$ cat src/rtl/tt_check_pkg.sv
// Shared types and constants for the truth table checker.
// Imported by the checker top and its settle timer.
package tt_check_pkg;

  typedef enum logic [1:0] {
    IDLE,
    DRIVE,
    SAMPLE,
    DONE
  } state_t;

  localparam int SETTLE_W = 4;

  function automatic int vec_count(input int n);
    return 1 << n;
  endfunction

endpackage

$ cat src/rtl/tt_settle_timer.sv
// Down-counter that holds each stimulus vector for a settle interval.
// Loads on request, counts down to zero and then stays there.
module tt_settle_timer
  import tt_check_pkg::*;
(
  input  logic                clk,
  input  logic                rst,
  input  logic                load,
  input  logic [SETTLE_W-1:0] load_val,
  input  logic                dec,
  output logic                zero
);

  logic [SETTLE_W-1:0] cnt;

  always_ff @(posedge clk or posedge rst) begin
    if (rst) begin
      cnt <= '0;
    end else if (load) begin
      cnt <= load_val;
    end else if (dec && cnt != '0) begin
      cnt <= cnt - 1'b1;
    end
  end

  assign zero = (cnt == '0);

endmodule

$ cat config.mk
export PLATFORM = sky130hd
export DESIGN_NAME = tt_settle_timer
export DESIGN_NICKNAME = d
export VERILOG_FILES = /design/src/rtl/tt_check_pkg.sv /design/src/rtl/tt_settle_timer.sv
export SDC_FILE = /design/constraint.sdc
export NUM_CORES = 1
export LEC_CHECK = 0
export ABC_AREA = 1
export ABC_CLOCK_PERIOD_IN_PS = 1040
export CORE_AREA = 2 2 39 41
export CTS_CLUSTER_DIAMETER = 100
export DETAILED_ROUTE_END_ITERATION = 8
export DIE_AREA = 0 0 41 43
export DONT_BUFFER_PORTS = 1
export PLACE_DENSITY = 0.45
export RECOVER_POWER = 100
export SYNTH_ARGS = -nofsm -noshare
export SYNTH_HDL_FRONTEND = slang
export SYNTH_SLANG_ARGS = --single-unit
$ cat constraint.sdc
create_clock -name clk -period 1.04 [get_ports clk]
set_clock_uncertainty 0.05 [all_clocks]
set_input_delay 0.104 -clock clk [delete_from_list [all_inputs] [get_ports clk]]
set_output_delay 0.104 -clock clk [all_outputs]
set_load 0.03 [all_outputs]
After elaboration in Yosys (flattened, before gate mapping) --
Index checks and enable logic that the tools add are counted.
Storage, ports and cells: output and inout bits 1, word-level logic and storage cells 8, bits in registers 4
Operators by class: add/subtract/negate cells 1, muxes and demuxes 2, reductions and logical operators 4
Operator list (count):
- 2-to-1 mux 4 bit | 2
- zero test 4 bit | 1
- nonzero test 4 bit | 1
- subtractor 4 x 1 -> 4 bit (second input constant) | 1
- nonzero test 2 bit | 1
- logical AND 1 bit | 1

Longest topological paths before layout --
Gate-level depths: netlist of run 1.
depth after elaboration 4, gate-level depth with buffers 9, depth with buffers taken out 9

Worst setup path after synthesis of run 1 --
No wires, ideal clock.
path kind register -> register, from register cnt[0], to register cnt[2], arrival 943 ps, cell stages (with the launch flop) 8, buffers on the path 0, setup slack -69 ps, path through dfrtp_1 inv_1 ha_1 nand2_2 nand2_4 nand2_2 nand2_1 nand2_1
Between the ends: word-level cells in the longest chain between the ends 3, elaborated cells between the ends (all ways) 6
RTL lines:
- start: declaration | RTL line tt_settle_timer.sv:14 | logic [SETTLE_W-1:0] cnt;
- start signal: assignment | RTL line tt_settle_timer.sv:20 | cnt <= load_val;
- start signal: assignment | RTL line tt_settle_timer.sv:22 | cnt <= cnt - 1'b1;
- subtractor 4 x 1 -> 4 bit / nonzero test 4 bit (equally long branches) | RTL line tt_settle_timer.sv:22, tt_settle_timer.sv:21
- 2-to-1 mux 4 bit / logical AND 1 bit (equally long branches) | RTL line tt_settle_timer.sv:21 | end else if (dec && cnt != '0) begin
- 2-to-1 mux 4 bit / nonzero test 2 bit (equally long branches)
Several ways; a longest one is shown, not always the timed one. The select of a mux whose other input is x is not followed. A chain may end at the register's enable or synchronous reset.

Worst setup path after layout of run 1 --
from register cnt[1], to output port zero
Between the ends: word-level cells in the longest chain between the ends 1
RTL lines:
- zero test 4 bit | RTL line tt_settle_timer.sv:26 | assign zero = (cnt == '0);
- end: declaration | RTL line tt_settle_timer.sv:11 | output logic zero
Every way passes these cells.

==> results of run 1 <==
cells in the mapped netlist:
cell                       number  area, µm²
sky130_fd_sc_hd__clkinv_1       1      3.750
sky130_fd_sc_hd__dfrtp_1        4      100.1
sky130_fd_sc_hd__ha_1           1      12.51
sky130_fd_sc_hd__inv_1          6      22.52
sky130_fd_sc_hd__inv_2          1      3.750
sky130_fd_sc_hd__nand2_1       21      78.83
sky130_fd_sc_hd__nand2_2        2      12.51
sky130_fd_sc_hd__nand2_4        1      11.26
sky130_fd_sc_hd__nand3_1        3      15.01
sky130_fd_sc_hd__nand3b_1       2      15.01
sky130_fd_sc_hd__nor2_1         2      7.510
sky130_fd_sc_hd__nor2_2         1      6.260
sky130_fd_sc_hd__o21ai_0        2      10.01
routing by layer:
layer  wire [µm]  track usage, %
met1         267           12.42
met2         311           13.44
met3           6               0
met4          21           8.000
met5           0               0
layout make-up:
class / instances / area (µm²)
clock buffers: 3 / 22.52
multi-input cells: 35 / 211.5
repair buffers: 7 / 57.56
fillers: 157 / 937.1
well taps: 16 / 20.02
inverters: 8 / 35.03
flip-flops and latches: 4 / 100.1
kinds of logic after synthesis:
group,Yosys count,synth area share (%)
buffers and inverters,8,10.04
flip-flops,4,33.47
AND/OR/NAND/NOR,32,48.95
AO/OA/AOI/OAI,2,3.347
adder cells (fa/ha/maj),1,4.183
worst reg2reg max path: stages, from the launching register on:
cell                      delay (ns)
sky130_fd_sc_hd__dfrtp_1        0.38
sky130_fd_sc_hd__inv_2          0.07
sky130_fd_sc_hd__ha_4           0.15
sky130_fd_sc_hd__nand2_4        0.07
sky130_fd_sc_hd__nand2_4        0.11
sky130_fd_sc_hd__nand2_4        0.07
sky130_fd_sc_hd__nand2_2        0.07
sky130_fd_sc_hd__nand2_2        0.04
timing repair:
action | 4_1_cts | 5_1_grt
hold buffers | 2 | 0
pin swaps | 2 | 3
cloned | 0 | 0
endpoints found under the hold margin | 5 | 0
resized for setup | 7 | 5
endpoints found under the setup margin | 5 | 5
where the power goes:
group	total (W)	internal (W)	switching [W]
sequential	0.000219	0.000188	0.0000305
combinational	0.000333	0.000156	0.000178
clock	0.000188	0.000129	0.0000590
stage by stage:
stage / instance area, µm² / power [W] / hold slack [ns] / utilization [%] / setup TNS, ns
finish: 446.7 / 0.0007397 / 0.03513 / 32.28 / -0.3632
floorplan: 311.5 / 0.0003995 / -0.1799 / - / -0.002515
detailed placement: 369.1 / 0.0004934 / -0.1690 / 26.67 / -0.2327
global placement: 369.1 / 0.0004942 / -0.1647 / 26.67 / -0.2420
global route: 446.7 / 0.0008038 / 0.05478 / 32.28 / -0.6733
CTS: 431.7 / 0.0007308 / 0.02086 / 31.19 / -0.4098
worst min path at each step:
stage / startpoint / endpoint / depth (start not counted)
after floorplan: rst / cnt[0] / 1
after global placement: rst / cnt[2] / 1
after detailed placement: rst / cnt[2] / 1
after CTS: load / cnt[0] / 3
after global routing: dec / cnt[0] / 3
final: load / cnt[3] / 4
==> impl_metrics.toml, run 1 <==
[timing]
timing_hold_violations_final = 0
max_clock_freq_mhz = 871.1
rsz0062_at_grt = "true"
finalCriticalPeriod_ns = 1.148
slew-limit-headroom_pct = 87.06
slew_viol_final = 0
worst_slew_pin_slew_ns = 0.1921
setup_ws_ns = -0.1080
setup-violations-final = 5
fin_crit_sh_pct = 110.4

[clock_tree]
cts_inserted_buffers = 3
clockRootBuffer = "sky130_fd_sc_hd__clkbuf_4"
tritoncts = "yes"
clock_sinks = 4
clk_pin_slew_worst_paths_ns = 0.04
cts_setup_buffers = 0
h-tree-depth = 1
cts.path.max_buffers = 2
clk-insertion-delay-late_ns = 0.23

[setup_path]
max_stage_delay_ns = 0.38
maximum_fanout_along_the_worst_path = 3
timing.critical_path.to_type = "primary output"
cp.depth = 4
critPathTopFamily = "flip-flops"
critical_path.endpoint = "zero"
worst_flop_to_flop_path_endpoint = "cnt[2]"
critical_path_cell_with_the_highest_stage_delay = "sky130_fd_sc_hd__dfrtp_1"
worstPathArrival_ns = 0.99
rrSetupSlack_ns = -0.08
reg2regPathDepth = 7
crit_buf_inv = 2
series_of_cell_instances_along_the_critical_path = "inv_2 -> ha_4 -> nand2_4 -> inv_6"
worst_setup_path_start_kind = "flip-flop"
crit-reg2reg-launch = "cnt[1]"
startpoint = "cnt[1]"
criticalPathCategory = "flip-flop to primary output"
cp.required_ns = 0.89

[grt]
grt_antenna_before_repair = 0
globalRouteTotalUtil_pct = 9.384
grt_max_degree = 9
number_of_global_route_vias_before_repair = 275
grt_remaining_overflow = 0
grt_pass1_wl_um = 1090

[place]
io_buffer_count = 0
gp_routability_congestion = 0.7257
dpl.cell_count = 68
dpl.hpwl_um = 523.3
dpl_worst_slack_ns = -0.06329

[die]
die_w_um = 41
start_util_pct = 21.61
die_h_um = 43
ios = 9
die_area_um2 = 1763
coreArea_um2 = 1384
core.rowCount = 14

[synthesis]
post_synth.cell_area_avg_um2 = 6.362
synthesis.yosys.warnings = 0
synth.distinct_cells = 13
mappedNetlistNets = 56
mappedNetlistArea_um2 = 299.0
synth_cells = 47
synth-seq-cells = 4
synth-seq-area-share_pct = 33.47

[layout]
layout.nets = 68
antennaDiodeCount = 0
most_common_cell_after_layout_fill_and_taps_aside = "sky130_fd_sc_hd__nand2_1"
final_layout_size_suffix_gt1_share_pct = 40.35
max_reg_flops = 4
regMostFlops = "cnt"
top_regs = "cnt x4"
areaGrowthSynthToFinish_pct = 49.37
layout_common_cells = "sky130_fd_sc_hd__nand2_1 (17), sky130_fd_sc_hd__buf_4 (5), sky130_fd_sc_hd__nand2_2 (4), sky130_fd_sc_hd__dfrtp_1 (4)"
finish.cell_count_without_fillers = 73

[run]
timing.max_cap.violations = 0

[drt]
finalWirelength_um = 608
dr_total_vias = 291
detail_route.first_pass.iterations = 2
route.detailed.vias_per_inst = 3.986
route.antenna.remaining_nets = 0
detail_route.drc_violations = 0
routed_wire_length_per_instance_um = 8.329
drtIter0Drc = 2

[pwr]
vdd_drop_max_mv = 0.6480
power_density_of_the_placed_cells_nw_per_um2 = 1656
power_leakage_nw = 0.2385

[status]
outcome = "finished, violations left"
violations = "negative setup slack"

[hold_path]
holdCritPathClass = "input pin to flip-flop"
No activity file was read; power rests on OpenSTA's default activity.
==> run 2, diff against run 1 <==
--- a/config.mk
+++ b/config.mk
@@ -12,7 +12,6 @@
 export DETAILED_ROUTE_END_ITERATION = 8
 export DIE_AREA = 0 0 41 43
 export DONT_BUFFER_PORTS = 1
-export PLACE_DENSITY = 0.45
 export RECOVER_POWER = 100
 export SYNTH_ARGS = -nofsm -noshare
 export SYNTH_HDL_FRONTEND = slang
==> run 2 against run 1 <==
Effect of this change: the flow still finishes with violations (negative setup slack); critical path depth unchanged; flip-flop and latch count unchanged; highest routed layer is now met3; clock power about the same; global-route usage increased by 1.8 points; worst hold slack got worse by 0.0064 ns; maximum frequency decreased by 0.53%; combinational power increased by 7.5%; critical path type unchanged; die area unchanged; via count increased by 11%; sequential share of layout area decreased by 0.63 points; critical endpoint unchanged.
==> impl_metrics.toml, run 2 (synthesis gave the netlist of run 1 again) <==
[status]
outcome = "finished, violations left"
violations = "negative setup slack"

[timing]
max_clock_freq_mhz = 866.4
setup_ws_ns = -0.1142
setup-violations-final = 5
slew_viol_final = 0
timing_hold_violations_final = 0
slew-limit-headroom_pct = 86.02
worst_slew_pin_slew_ns = 0.2076
fin_crit_sh_pct = 111.0
rsz0062_at_grt = "true"
worst_hold_slack_ns = 0.02869
finalCriticalPeriod_ns = 1.154

[die]
ios = 9
die_h_um = 43
coreArea_um2 = 1384
start_util_pct = 21.61
die_w_um = 41
die_area_um2 = 1763
core.rowCount = 14

[layout]
final_layout_size_suffix_gt1_share_pct = 42.37
regArea_um2 = 101.3
regMostFlops = "cnt"
areaGrowthSynthToFinish_pct = 55.65
most_common_cell_after_layout_fill_and_taps_aside = "sky130_fd_sc_hd__nand2_1"
max_reg_flops = 4
layout_common_cells = "sky130_fd_sc_hd__nand2_1 (18), sky130_fd_sc_hd__buf_4 (7)"
multiInputGateArea_um2 = 214.0
fillCellCount = 153
top_regs = "cnt x4"
finish.utilization_pct = 33.63
antennaDiodeCount = 0
layout.nets = 70

[setup_path]
max_stage_delay_ns = 0.38
worst_setup_path_start_kind = "flip-flop"
crit-reg2reg-launch = "cnt[0]"
maximum_fanout_along_the_worst_path = 3
rrSetupSlack_ns = -0.10
criticalPathCategory = "flip-flop to primary output"
timing.critical_path.to_type = "primary output"
series_of_cell_instances_along_the_critical_path = "inv_2 -> ha_4 -> nand2_4 -> inv_6"
cp.required_ns = 0.89
worstPathArrival_ns = 1.00
critical_path_cell_with_the_highest_stage_delay = "sky130_fd_sc_hd__dfrtp_1"
critical_path.endpoint = "zero"
startpoint = "cnt[0]"
reg2regPathDepth = 7
worst_flop_to_flop_path_endpoint = "cnt[2]"

[grt]
grt_pass1_wl_um = 1290
grt_remaining_overflow = 0
globalRouteTotalUtil_pct = 11.19
number_of_global_route_vias_before_repair = 312
grt_antenna_before_repair = 0
grt_max_degree = 9

[place]
dpl_worst_slack_ns = -0.06666
dpl.hpwl_um = 542.2
gp_routability_congestion = 0.7356
io_buffer_count = 0

[pwr]
power.share.sequential_pct = 29.6
power_density_of_the_placed_cells_nw_per_um2 = 1660
power_frac_clock_pct = 24.1
netSwitchingPower_w = 0.0002796
power_w = 0.0007728
combPwrFrac_pct = 46.3
power_leakage_nw = 0.2478
internal_power_w = 0.0004933
switching_share_pct = 36.17
vdd_drop_max_mv = 0.6421

[clock_tree]
clk_pin_slew_worst_paths_ns = 0.04
clk-insertion-delay-late_ns = 0.23
tritoncts = "yes"
cts_inserted_buffers = 3
clock_sinks = 4
clockRootBuffer = "sky130_fd_sc_hd__clkbuf_4"
h-tree-depth = 1
cts.path.max_buffers = 2

[drt]
route.detailed.vias_per_inst = 4.293
drtIter0Drc = 2
detail_route.drc_violations = 0
detail_route.first_pass.iterations = 4
routed_wire_length_per_instance_um = 9.560
dr_total_vias = 322
finalWirelength_um = 717
route.antenna.remaining_nets = 0

[run]
timing.max_cap.violations = 0

[hold_path]
holdCritPathClass = "input pin to flip-flop"
min-delay-start = "load"
holdPathStages = 4
==> run 2: changes by cell type in the layout (fill, tap and decap cells not counted), sizes merged <==
cell and delta:
buf +2
==> run 2: timing repair <==
item,4_1_cts,5_1_grt
hold buffers,2,0
endpoints found under the hold margin,5,0
resized for setup,7,6
setup buffers,1,1
pin swaps,2,2
setup endpoints to repair,5,5
==> run 2: how the worst min path moves through the flow <==
stage	endpoint	slack, ns
finish	cnt[2]	0.03
CTS	cnt[2]	0.02
global route	cnt[0]	0.03
global placement	cnt[2]	-0.16
detailed placement	cnt[2]	-0.16
floorplan	cnt[0]	-0.18
==> run 2: critical path: cells and delay by family, from the launching register on <==
family / cells / cell delay (ns)
adder cells (fa/ha/maj): 1 / 0.15
buffers and inverters: 2 / 0.16
flip-flops: 1 / 0.38
AND/OR/NAND/NOR: 1 / 0.07
==> run 2: area by class of cell <==
cell class | instances | area share [%]
clock buffers | 3 | 4.839
inverters | 8 | 7.527
multi-input cells | 35 | 45.97
flip-flops and latches | 4 | 21.77
well taps | 16 | 4.301
repair buffers | 9 | 15.59
==> run 2: power groups by stage <==
stage          Sequential [W]  Combinational [W]  Clock, W
2_1_floorplan        0.000215           0.000184         0
3_3_place_gp         0.000212           0.000278         0
3_5_place_dp         0.000214           0.000278         0
4_1_cts              0.000214           0.000327  0.000198
5_1_grt              0.000232           0.000403  0.000212
6_report             0.000228           0.000358  0.000186
==> run 2: metal layers <==
metal,wire [µm],vias to the layer above,global-route usage (%)
met5,0,-,0
met4,0,0,8.000
met3,24,0,3.141
met2,430,5,17.81
met1,262,149,11.73
li1,-,168,-
==> run 2: metrics by stage <==
step           instance area (µm²)  setup TNS, ns  instances
6_report                     465.4        -0.4123         75
5_1_grt                      465.4        -0.6907         75
4_1_cts                      439.2        -0.3805         74
3_5_place_dp                 369.1        -0.2406         68
3_3_place_gp                 369.1        -0.1702         68
2_1_floorplan                311.5      -0.002515         47
